[config.mk]
export PLATFORM = sky130hd
export DESIGN_NAME = cook_timer_ctrl
export DESIGN_NICKNAME = d
export VERILOG_FILES = /design/src/rtl/cook_timer_pkg.sv /design/src/rtl/cook_timer_ctrl_time_lut.sv /design/src/rtl/cook_timer_ctrl.sv
export SDC_FILE = /design/constraint.sdc
export NUM_CORES = 1
export LEC_CHECK = 0
export BUFFER_PORTS_ARGS = -buffer_cell sky130_fd_sc_hd__buf_4
export CORE_MARGIN = 2
export CORE_UTILIZATION = 50
export DETAILED_ROUTE_END_ITERATION = 8
export PLACE_DENSITY = 0.73
export SYNTH_ARGS = -nofsm -noshare
export SYNTH_HDL_FRONTEND = slang
export SYNTH_SLANG_ARGS = --single-unit
[constraint.sdc]
create_clock -name CLK -period 1.7 [get_ports CLK]
set_input_delay 0.34 -clock CLK [delete_from_list [all_inputs] [get_ports CLK]]
set_output_delay 0.34 -clock CLK [all_outputs]
set_load 0.05 [all_outputs]
[src/rtl/cook_timer_pkg.sv]
// rtl/cook_timer_pkg.sv - shared types and widths for the cook timer controller
// Holds the controller state enum and the field widths used by the top level
// and by the time table.
package cook_timer_pkg;

    localparam int TIME_W  = 5;   // time-unit counter width (max table value 21)
    localparam int TYPE_W  = 2;   // program type field
    localparam int LEVEL_W = 3;   // program level field

    typedef enum logic [1:0] {
        ST_IDLE   = 2'd0,
        ST_LOOKUP = 2'd1,
        ST_RUN    = 2'd2,
        ST_DONE   = 2'd3
    } state_t;

endpackage

[src/rtl/cook_timer_ctrl_time_lut.sv]
// rtl/cook_timer_ctrl_time_lut.sv - combinational program time table
// Ports:
//   TCOUNT  in  TYPE_W   program type
//   PCOUNT  in  LEVEL_W  program level (0..7)
//   TIME    out TIME_W   run length in time units
// Table: type0 always 0; type1 3*P; type2 0,3,4,6,7,9,10,12; type3 0 for P=0
// else P+2.
module time_lut
    import cook_timer_pkg::*;
(
    input  logic [TYPE_W-1:0]  TCOUNT,
    input  logic [LEVEL_W-1:0] PCOUNT,
    output logic [TIME_W-1:0]  TIME
);

    always_comb begin
        TIME = '0;
        case (TCOUNT)
            2'd0: TIME = '0;
            2'd1: TIME = TIME_W'(3 * PCOUNT);
            2'd2: begin
                case (PCOUNT)
                    3'd0: TIME = 5'd0;
                    3'd1: TIME = 5'd3;
                    3'd2: TIME = 5'd4;
                    3'd3: TIME = 5'd6;
                    3'd4: TIME = 5'd7;
                    3'd5: TIME = 5'd9;
                    3'd6: TIME = 5'd10;
                    3'd7: TIME = 5'd12;
                endcase
            end
            2'd3: TIME = (PCOUNT == '0) ? '0 : TIME_W'(PCOUNT) + TIME_W'(2);
        endcase
    end

endmodule

[src/rtl/cook_timer_ctrl.sv]
// rtl/cook_timer_ctrl.sv - cook timer controller: table lookup, prescaled countdown, done pulse
// Parameter TICK_DIV (1..256): clock cycles per time unit.
// Optional feature macro: COOK_TIMER_PAUSE_EN adds the PAUSE input.
// Ports:
//   CLK     in   clock, all state on rising edge
//   RST_N   in   asynchronous active-low reset
//   START   in   request a run, only honoured in IDLE
//   TCOUNT  in   program type, latched when START is accepted
//   PCOUNT  in   program level, latched when START is accepted
//   CANCEL  in   abort the current run (wins over tick, PAUSE and START)
//   PAUSE   in   (COOK_TIMER_PAUSE_EN only) freeze the countdown in RUN
//   BUSY    out  high in LOOKUP and RUN
//   DONE    out  one-cycle pulse on normal completion
//   REMAIN  out  registered time units left
module cook_timer_ctrl
    import cook_timer_pkg::*;
#(
    parameter int TICK_DIV = 4
) (
    input  logic               CLK,
    input  logic               RST_N,
    input  logic               START,
    input  logic [TYPE_W-1:0]  TCOUNT,
    input  logic [LEVEL_W-1:0] PCOUNT,
    input  logic               CANCEL,
`ifdef COOK_TIMER_PAUSE_EN
    input  logic               PAUSE,
`endif
    output logic               BUSY,
    output logic               DONE,
    output logic [TIME_W-1:0]  REMAIN
);

    // Fixed 8-bit prescaler covers the whole legal TICK_DIV range, including 1.
    localparam int           PRE_W   = 8;
    localparam logic [PRE_W-1:0] PRE_MAX = PRE_W'(TICK_DIV - 1);

    state_t               state_q, state_d;
    logic [TYPE_W-1:0]    tcount_q, tcount_d;
    logic [LEVEL_W-1:0]   pcount_q, pcount_d;
    logic [TIME_W-1:0]    remain_q, remain_d;
    logic [PRE_W-1:0]     pre_q, pre_d;
    logic [TIME_W-1:0]    lut_time;

    time_lut u_time_lut (
        .TCOUNT (tcount_q),
        .PCOUNT (pcount_q),
        .TIME   (lut_time)
    );

    always_ff @(posedge CLK or negedge RST_N) begin
        if (!RST_N) begin
            state_q  <= ST_IDLE;
            tcount_q <= '0;
            pcount_q <= '0;
            remain_q <= '0;
            pre_q    <= '0;
        end else begin
            state_q  <= state_d;
            tcount_q <= tcount_d;
            pcount_q <= pcount_d;
            remain_q <= remain_d;
            pre_q    <= pre_d;
        end
    end

    always_comb begin
        state_d  = state_q;
        tcount_d = tcount_q;
        pcount_d = pcount_q;
        remain_d = remain_q;
        pre_d    = pre_q;

        case (state_q)
            ST_IDLE: begin
                if (START && !CANCEL) begin
                    tcount_d = TCOUNT;
                    pcount_d = PCOUNT;
                    state_d  = ST_LOOKUP;
                end
            end
            ST_LOOKUP: begin
                pre_d = '0;
                if (CANCEL) begin
                    remain_d = '0;
                    state_d  = ST_IDLE;
                end else begin
                    remain_d = lut_time;
                    state_d  = (lut_time == '0) ? ST_DONE : ST_RUN;
                end
            end
            ST_RUN: begin
                if (CANCEL) begin
                    remain_d = '0;
                    pre_d    = '0;
                    state_d  = ST_IDLE;
                end
`ifdef COOK_TIMER_PAUSE_EN
                else if (PAUSE) begin
                    // hold prescaler and REMAIN exactly where they are
                end
`endif
                else if (pre_q == PRE_MAX) begin
                    pre_d = '0;
                    // saturating decrement: the last unit lands on 0 and ends the run
                    if (remain_q <= TIME_W'(1)) begin
                        remain_d = '0;
                        state_d  = ST_DONE;
                    end else begin
                        remain_d = remain_q - TIME_W'(1);
                    end
                end else begin
                    pre_d = pre_q + PRE_W'(1);
                end
            end
            ST_DONE: begin
                state_d = ST_IDLE;
            end
            default: state_d = ST_IDLE;
        endcase
    end

    assign BUSY   = (state_q == ST_LOOKUP) || (state_q == ST_RUN);
    assign DONE   = (state_q == ST_DONE);
    assign REMAIN = remain_q;

endmodule

==> results of run 1 <==
-- kinds of logic (layout without fill, tap and decap cells) --
group | Yosys count | in the layout | share of synthesized area (%)
XOR/XNOR | 7 | 7 | 4.317
buffers and inverters | 16 | 54 | 4.317
multiplexers | 8 | 8 | 6.431
AO/OA/AOI/OAI | 31 | 32 | 16.30
flip-flops | 20 | 20 | 35.24
adder cells (fa/ha/maj) | 15 | 15 | 13.74
AND/OR/NAND/NOR | 55 | 55 | 19.65
-- state kept, by name, indices dropped and copies added, names as in the netlist --
signal,flops
state_q,2
REMAIN,5
tcount_q,2
pcount_q,3
pre_q,8
-- worst paths after layout --
kind                        endpoint  cells after the start  slack (ns)
setup / recovery           REMAIN[3]                      6        -0.1
hold / removal             REMAIN[3]                      2        0.25
setup reg to reg           REMAIN[3]                      6        -0.1
hold reg to reg            REMAIN[4]                      2        0.58
max in group asynchronous  REMAIN[1]                      2        1.03
min in group asynchronous  REMAIN[0]                      2        0.43
-- per-layer routing --
layer  track usage [%]  wire length [um]
met2             35.14              1461
met3             4.762               205
met1             29.67              1534
met5                 0                 0
met4             5.980                39
-- placed cells by master (no fill, tap or decap), types with 2 or more instances in the layout --
master,n
and2b_2,2
o31ai_2,2
dfrtp_2,5
nand2_1,12
nand2b_1,4
mux2i_1,2
buf_4,34
mux2_2,5
ha_2,2
a21oi_2,2
xnor2_1,4
nor3_1,3
nand4_1,4
inv_1,10
or3_1,2
inv_2,2
a21oi_1,2
dfrtp_1,15
o21ai_0,2
xor2_1,3
buf_6,3
nand3_1,2
o21ai_1,4
nor2_1,16
o22ai_4,2
and3_1,2
clkbuf_4,3
ha_1,11
o22ai_1,4
-- metrics by stage --
step / cells / util (%) / instance area [um^2]
after floorplan: 152 / - / 1468
after global placement: 210 / 62.88 / 1719
after detailed placement: 210 / 62.88 / 1719
after CTS: 220 / 67.51 / 1846
after global routing: 222 / 68.70 / 1878
final: 222 / 68.70 / 1878
-- area by class of cell --
| cell class | count | area (um^2) |
|---|---|---|
| Tap cell | 31 | 38.79 |
| Timing Repair Buffer | 38 | 299.0 |
| Inverter | 12 | 45.04 |
| Clock buffer | 4 | 36.28 |
| Fill cell | 209 | 855.8 |
| Sequential cell | 20 | 506.7 |
| Multi-Input combinational cell | 117 | 952.2 |
-- worst max-delay path, delay by kind of cell, from the launching register on --
kind / cells / cell delay [ns]
buf+inv: 1 / 0.13
flops: 1 / 0.37
compound gates: 2 / 0.33
fa+ha+maj: 1 / 0.19
simple gates: 2 / 0.69
-- power groups by stage --
stage | clock network, mW | registers [mW] | logic [mW]
2_1_floorplan | 0 | 0.880 | 1.33
3_3_place_gp | 0 | 0.739 | 2.00
3_5_place_dp | 0 | 0.749 | 2.06
4_1_cts | 0.296 | 0.736 | 2.28
5_1_grt | 0.317 | 0.752 | 2.59
6_report | 0.286 | 0.738 | 2.39
-- timing repair --
action	4_1_cts	5_1_grt
pin swaps	4	9
buffers inserted	4	2
setup endpoints to repair	7	14
cloned	1	0
hold endpoints to repair	20	0
hold buffers	1	0
gates resized for setup	12	7
==> impl_results.html, run 1 <==
<table>
<tr><th>Metric</th><th>Value</th></tr>
<tr><th colspan="2">Placed design</th></tr>
<tr><td>DP HPWL</td><td>2331 um</td></tr>
<tr><td>Buffers on Ports</td><td>15</td></tr>
<tr><td>Placer Congestion</td><td>0.8406</td></tr>
<tr><td>Worst slack, placed</td><td>-0.1082 ns</td></tr>
<tr><th colspan="2">Status</th></tr>
<tr><td>Failing checks</td><td>setup timing</td></tr>
<tr><td>Outcome</td><td>finished, violations left</td></tr>
<tr><th colspan="2">Logic synthesis</th></tr>
<tr><td>Most frequently used flop master after synthesis</td><td>dfrtp_1</td></tr>
<tr><td>Yosys synthesis warning count</td><td>0</td></tr>
<tr><td>Most numerous cell types in the synthesized netlist</td><td>dfrtp_1 (20), nor2_1 (17), ha_1 (14)</td></tr>
<tr><td>Top-area cell type share of the netlist area</td><td>35.24%</td></tr>
<tr><td>Most common cell in the netlist</td><td>dfrtp_1</td></tr>
<tr><td>Cell accounting for the most synthesized area</td><td>dfrtp_1</td></tr>
<tr><td>Fraction of synthesis flops using an asynchronous set or reset pin</td><td>100.0%</td></tr>
<tr><td>Average cell area after synthesis</td><td>between 9 and 10 um^2</td></tr>
<tr><td>Number of flops mapped to enable cells by yosys</td><td>0</td></tr>
<tr><td>Flip-flop and latch count after synthesis</td><td>20</td></tr>
<tr><td>Top cells by area in the synthesized netlist</td><td>dfrtp_1 (35%), ha_1 (12%), nor2_1 (4.5%)</td></tr>
<tr><td>Distinct cell type count of the synthesized netlist</td><td>45</td></tr>
<tr><td>Fraction of the yosys area taken by sequential cells</td><td>35.24%</td></tr>
<tr><td>Synthesized instance count</td><td>152</td></tr>
<tr><td>Cell area after synthesis</td><td>1420 um^2</td></tr>
<tr><td>Synthesized Nets</td><td>~180</td></tr>
<tr><th colspan="2">Worst setup path</th></tr>
<tr><td>Slowest cell on the critical path</td><td>or4b_4</td></tr>
<tr><td>Critical path arrival</td><td>2.01 ns</td></tr>
<tr><td>Critical setup path kind</td><td>reg -&gt; reg</td></tr>
<tr><td>CP max FO</td><td>4</td></tr>
<tr><td>Data required time at the worst endpoint</td><td>1.92 ns</td></tr>
<tr><td>Worst setup startpoint</td><td>pre_q[0]</td></tr>
<tr><td>Critical Path End Type</td><td>flip-flop</td></tr>
<tr><td>Worst path cell trace</td><td>ha_2, or4b_4, nor2_4, buf_6, o22ai_4, o31ai_2</td></tr>
<tr><td>Slowest Stage Delay on Critical Path</td><td>between 0.4 and 0.5 ns</td></tr>
<tr><td>Worst r2r src</td><td>pre_q[0]</td></tr>
<tr><td>Kind of start point of the critical path</td><td>flip-flop</td></tr>
<tr><th colspan="2">STA</th></tr>
<tr><td>Worst hold slack across all endpoints</td><td>0.2536 ns</td></tr>
<tr><td>Clk_skew</td><td>~0.0014 ns</td></tr>
<tr><td>Worst slew margin relative to its limit</td><td>76.89%</td></tr>
<tr><td>Count of final max-slew check failures</td><td>0</td></tr>
<tr><td>Number of hold violations in the final report</td><td>0</td></tr>
<tr><td>Measured slew at the worst slew-check pin</td><td>0.3440 ns</td></tr>
<tr><td>Setup slack after layout</td><td>-0.09867 ns</td></tr>
<tr><td>Timing-limited maximum frequency</td><td>556.0 MHz</td></tr>
<tr><td>Fin Setup TNS</td><td>-0.3787 ns</td></tr>
<tr><td>Setup repair after global routing missed its margin</td><td>true</td></tr>
<tr><td>Final setup violation count</td><td>12</td></tr>
<tr><td>Post-route clock period utilization</td><td>105.8%</td></tr>
<tr><td>Final min period</td><td>~1.8 ns</td></tr>
<tr><th colspan="2">Drt</th></tr>
<tr><td>Via count</td><td>1278</td></tr>
<tr><td>DRT iter0 DRCs</td><td>49</td></tr>
<tr><td>Wire length per cell after detailed routing</td><td>14.60 um</td></tr>
<tr><td>Residual DRC count</td><td>0</td></tr>
<tr><td>Number of antenna-violating nets in the routed design</td><td>0</td></tr>
<tr><td>Mean number of vias per cell</td><td>between 5 and 6</td></tr>
<tr><td>First-pass DRT Iterations</td><td>4</td></tr>
<tr><td>Final WL</td><td>3241 um</td></tr>
<tr><th colspan="2">Final layout</th></tr>
<tr><td>Synth-to-Final Area Change</td><td>32.25%</td></tr>
<tr><td>Fraction of final layout cells with drive strength greater than 1</td><td>40.84%</td></tr>
<tr><td>ANT cells</td><td>0</td></tr>
<tr><td>Final net count</td><td>216</td></tr>
<tr><th colspan="2">Floorplan</th></tr>
<tr><td>Die boundary height</td><td>57.30 um</td></tr>
<tr><td>Initial standard-cell utilization of the core</td><td>between 50% and 60%</td></tr>
<tr><td>Row count</td><td>19</td></tr>
<tr><td>Floorplan die area</td><td>3283 um^2</td></tr>
<tr><td>Die width</td><td>57.30 um</td></tr>
<tr><td>I/O Pins</td><td>16</td></tr>
<tr><td>Area inside the core boundary</td><td>2734 um^2</td></tr>
<tr><th colspan="2">GRT</th></tr>
<tr><td>Number of global-route vias before repair</td><td>1244</td></tr>
<tr><td>Global-route wire length before repair</td><td>5602 um</td></tr>
<tr><td>Pin count of the biggest net entering global routing</td><td>21</td></tr>
<tr><td>Overflow left after global routing</td><td>0</td></tr>
<tr><td>Initial antenna violation count</td><td>0</td></tr>
<tr><td>Gr usage total</td><td>21.76%</td></tr>
<tr><th colspan="2">Run</th></tr>
<tr><td>Max capacitance violation total</td><td>0</td></tr>
<tr><th colspan="2">Clock network</th></tr>
<tr><td>Clock buffer count from CTS</td><td>3</td></tr>
<tr><td>Number of clock sinks</td><td>20</td></tr>
<tr><td>CTS H-Tree Depth</td><td>1</td></tr>
<tr><td>Buffer depth of the longest clock path</td><td>2</td></tr>
<tr><td>Reg clk slew, reported paths</td><td>0.12 ns</td></tr>
<tr><td>TritonCTS clock tree</td><td>yes</td></tr>
<tr><td>Root buffer cell</td><td>clkbuf_4</td></tr>
<tr><td>Worst-skew pair later-pin latency</td><td>about 0.30 ns</td></tr>
<tr><th colspan="2">Power and ir drop</th></tr>
<tr><td>Clock Power Share</td><td>8.4%</td></tr>
<tr><td>Areal power density over the cells</td><td>1817 nW/um^2</td></tr>
<tr><td>Worst voltage drop across the vdd grid</td><td>about 1400 uV</td></tr>
<tr><td>Net switching fraction of the power</td><td>roughly 47%</td></tr>
<tr><td>Sequential group share of total power</td><td>21.6%</td></tr>
<tr><td>Combinational share of power</td><td>a little over two thirds</td></tr>
<tr><td>Switching component of the power</td><td>1.589 mW</td></tr>
<tr><td>Total power</td><td>3.412 mW</td></tr>
<tr><td>Static Leakage</td><td>0.8508 nW</td></tr>
<tr><td>Internal power consumption</td><td>1.823 mW</td></tr>
<tr><th colspan="2">Min path</th></tr>
<tr><td>Worst min path class</td><td>in -&gt; reg</td></tr>
<tr><td>Hold_sp</td><td>CANCEL</td></tr>
</table>
Power figures use the tool's default switching activity.
==> run 2, diff against run 1 <==
==> constraint.sdc (replaced) <==
create_clock -name CLK -period 1.7 [get_ports CLK]
set_input_delay 0.34 -clock CLK [delete_from_list [all_inputs] [get_ports CLK]]
set_output_delay 0.34 -clock CLK [all_outputs]
set_load 0.1 [all_outputs]
==> impl_results.html, run 2 (synthesis gave the netlist of run 1 again) <==
<table>
<tr><th>Metric</th><th>Value</th></tr>
<tr><th colspan="2">Final layout</th></tr>
<tr><td>Synth-to-Final Area Change</td><td>36.21%</td></tr>
<tr><td>Most flops, register</td><td>pre_q</td></tr>
<tr><td>Final net count</td><td>between 200 and 250</td></tr>
<tr><td>Fill cells</td><td>207</td></tr>
<tr><td>Fraction of final layout cells with drive strength greater than 1</td><td>43.75%</td></tr>
<tr><td>Commonest non-fill, non-tap cell in the layout</td><td>buf_4</td></tr>
<tr><td>Number of flip-flops under the largest register name</td><td>8</td></tr>
<tr><td>Commonest cells after routing, fill and taps aside</td><td>buf_4 (37), nor2_1 (15), dfrtp_1 (15)</td></tr>
<tr><td>ANT cells</td><td>0</td></tr>
<tr><th colspan="2">Status</th></tr>
<tr><td>Failing checks</td><td>setup timing</td></tr>
<tr><td>Outcome</td><td>finished, violations left</td></tr>
<tr><th colspan="2">Clock network</th></tr>
<tr><td>Clock buffer count from CTS</td><td>3</td></tr>
<tr><td>Root buffer cell</td><td>clkbuf_4</td></tr>
<tr><td>Reg clk slew, reported paths</td><td>0.13 ns</td></tr>
<tr><td>Buffer depth of the longest clock path</td><td>2</td></tr>
<tr><td>Number of clock sinks</td><td>20</td></tr>
<tr><td>TritonCTS clock tree</td><td>yes</td></tr>
<tr><td>CTS H-Tree Depth</td><td>1</td></tr>
<tr><td>Worst-skew pair later-pin latency</td><td>0.32 ns</td></tr>
<tr><th colspan="2">Drt</th></tr>
<tr><td>Residual DRC count</td><td>0</td></tr>
<tr><td>Wire length per cell after detailed routing</td><td>roughly 16 um</td></tr>
<tr><td>DRT iter0 DRCs</td><td>slightly above 40</td></tr>
<tr><td>Final WL</td><td>between 3000 and 4000 um</td></tr>
<tr><td>First-pass DRT Iterations</td><td>4</td></tr>
<tr><td>Number of antenna-violating nets in the routed design</td><td>0</td></tr>
<tr><td>Mean number of vias per cell</td><td>5.883</td></tr>
<tr><td>Via count</td><td>about 1300</td></tr>
<tr><th colspan="2">Worst setup path</th></tr>
<tr><td>CP Buf/Inv Count</td><td>1</td></tr>
<tr><td>Crit path max-delay family</td><td>adder cells</td></tr>
<tr><td>Logic depth of the worst register-to-register path</td><td>7</td></tr>
<tr><td>Worst path cell trace</td><td>ha_1, inv_2, fa_2, o22ai_2, and3_1, nor2_2, o21ai_1</td></tr>
<tr><td>Kind of start point of the critical path</td><td>flip-flop</td></tr>
<tr><td>R2R Setup Slk</td><td>-0.07 ns</td></tr>
<tr><td>Worst r2r src</td><td>pcount_q[0]</td></tr>
<tr><td>Data required time at the worst endpoint</td><td>1.95 ns</td></tr>
<tr><td>Endpoint of the worst-slack reg-to-reg timing path</td><td>REMAIN[2]</td></tr>
<tr><td>Critical setup path kind</td><td>reg -&gt; reg</td></tr>
<tr><td>Critical path arrival</td><td>2.02 ns</td></tr>
<tr><td>Slowest Stage Delay on Critical Path</td><td>0.44 ns</td></tr>
<tr><td>Slowest cell on the critical path</td><td>fa_2</td></tr>
<tr><td>CP max FO</td><td>3</td></tr>
<tr><td>Critical Path End Type</td><td>flip-flop</td></tr>
<tr><th colspan="2">STA</th></tr>
<tr><td>Post-route clock period utilization</td><td>104.3%</td></tr>
<tr><td>Worst hold slack across all endpoints</td><td>about 0.26 ns</td></tr>
<tr><td>Clk_skew</td><td>~0.016 ns</td></tr>
<tr><td>Final setup violation count</td><td>5</td></tr>
<tr><td>Worst slew margin relative to its limit</td><td>between 70% and 80%</td></tr>
<tr><td>Number of hold violations in the final report</td><td>0</td></tr>
<tr><td>Setup slack after layout</td><td>-0.07347 ns</td></tr>
<tr><td>Setup repair after global routing missed its margin</td><td>true</td></tr>
<tr><td>Final min period</td><td>1.773 ns</td></tr>
<tr><td>Timing-limited maximum frequency</td><td>563.9 MHz</td></tr>
<tr><td>Count of final max-slew check failures</td><td>0</td></tr>
<tr><td>Measured slew at the worst slew-check pin</td><td>0.4133 ns</td></tr>
<tr><th colspan="2">Run</th></tr>
<tr><td>Max capacitance violation total</td><td>0</td></tr>
<tr><th colspan="2">GRT</th></tr>
<tr><td>Pin count of the biggest net entering global routing</td><td>21</td></tr>
<tr><td>Number of global-route vias before repair</td><td>around 1200</td></tr>
<tr><td>Overflow left after global routing</td><td>0</td></tr>
<tr><td>Global-route wire length before repair</td><td>between 5000 and 6000 um</td></tr>
<tr><td>Initial antenna violation count</td><td>0</td></tr>
<tr><td>Gr usage total</td><td>between 20% and 30%</td></tr>
<tr><th colspan="2">Power and ir drop</th></tr>
<tr><td>Worst voltage drop across the vdd grid</td><td>1595 uV</td></tr>
<tr><td>Areal power density over the cells</td><td>2090 nW/um^2</td></tr>
<tr><td>Static Leakage</td><td>~0.87 nW</td></tr>
<tr><th colspan="2">Floorplan</th></tr>
<tr><td>Floorplan die area</td><td>3283 um^2</td></tr>
<tr><td>Die boundary height</td><td>57.30 um</td></tr>
<tr><td>Initial standard-cell utilization of the core</td><td>between 50% and 60%</td></tr>
<tr><td>Die width</td><td>57.30 um</td></tr>
<tr><td>Area inside the core boundary</td><td>2734 um^2</td></tr>
<tr><td>Row count</td><td>19</td></tr>
<tr><td>I/O Pins</td><td>16</td></tr>
<tr><th colspan="2">Placed design</th></tr>
<tr><td>Worst slack, placed</td><td>-0.07027 ns</td></tr>
<tr><td>Buffers on Ports</td><td>15</td></tr>
<tr><td>Placer Congestion</td><td>roughly 0.87</td></tr>
<tr><td>DP HPWL</td><td>between 2000 and 2500 um</td></tr>
<tr><th colspan="2">Min path</th></tr>
<tr><td>Worst min path class</td><td>in -&gt; reg</td></tr>
<tr><td>Hold_sp</td><td>TCOUNT[1]</td></tr>
<tr><td>Sink of the worst hold path</td><td>tcount_q[1]</td></tr>
<tr><td>Number of cells traversed by the worst hold path</td><td>2</td></tr>
</table>
==> run 2: cell types whose count changed in the layout (fill, tap and decap cells not counted), sizes merged <==
cell / change
o22ai: -1
clkbuf: -1
buf: +2
bufinv: +1
==> run 2: cell type report <==
type | count | area (um^2) | area share [%]
Multi-Input combinational cell | 116 | 964.7 | 49.87
Sequential cell | 20 | 514.2 | 26.58
Timing Repair Buffer | 40 | 319.1 | 16.49
Inverter | 12 | 45.04 | 2.329
Tap cell | 31 | 38.79 | 2.005
Clock inverter | 1 | 30.03 | 1.552
Clock buffer | 3 | 22.52 | 1.164
==> run 2: worst max path at each step <==
stage / from / end / slack, ns / cells after the start
after detailed placement: pre_q[0] / REMAIN[2] / -0.07 / 6
after global placement: pcount_q[0] / REMAIN[0] / -0.02 / 8
after CTS: pcount_q[1] / REMAIN[3] / -0.12 / 7
after floorplan: state_q[0] / pre_q[7] / -0.04 / 7
after global routing: pcount_q[1] / REMAIN[3] / -0.14 / 7
final: pcount_q[0] / REMAIN[2] / -0.07 / 7
==> run 2: metrics by stage <==
stage	instance area, um^2	utilization, %	setup TNS [ns]	instances	power, mW
CTS	1872	68.47	-0.1662	220	3.775
floorplan	1483	-	-0.1608	152	2.510
global route	1934	70.76	-1.042	223	4.287
global placement	1757	64.26	-0.07236	213	3.098
finish	1934	70.76	-0.2177	223	4.044
detailed placement	1757	64.26	-0.3509	213	3.197
==> run 2: report_power, final <==
group          internal (mW)  total (mW)  switching [mW]
Sequential             0.627       0.762           0.135
Clock                  0.239       0.403           0.164
Combinational           1.22        2.88            1.66
==> run 2: metal layers <==
layer  share of wire (%)  global-route usage [%]  vias to the layer above
li1                    -                       -                      610
met1                  43                   29.30                      651
met2                  49                   35.30                       38
met3                 4.6                   3.855                       13
met4                 2.5                   8.638                        0
met5                   0                       0                        -
==> run 2: repair_timing <==
action                                  4_1_cts  5_1_grt
hold buffers                                  1        0
hold endpoints to repair                     20        0
buffers inserted                              2        3
gates resized for setup                      10       15
pin swaps                                     9        9
endpoints found under the setup margin        8       15
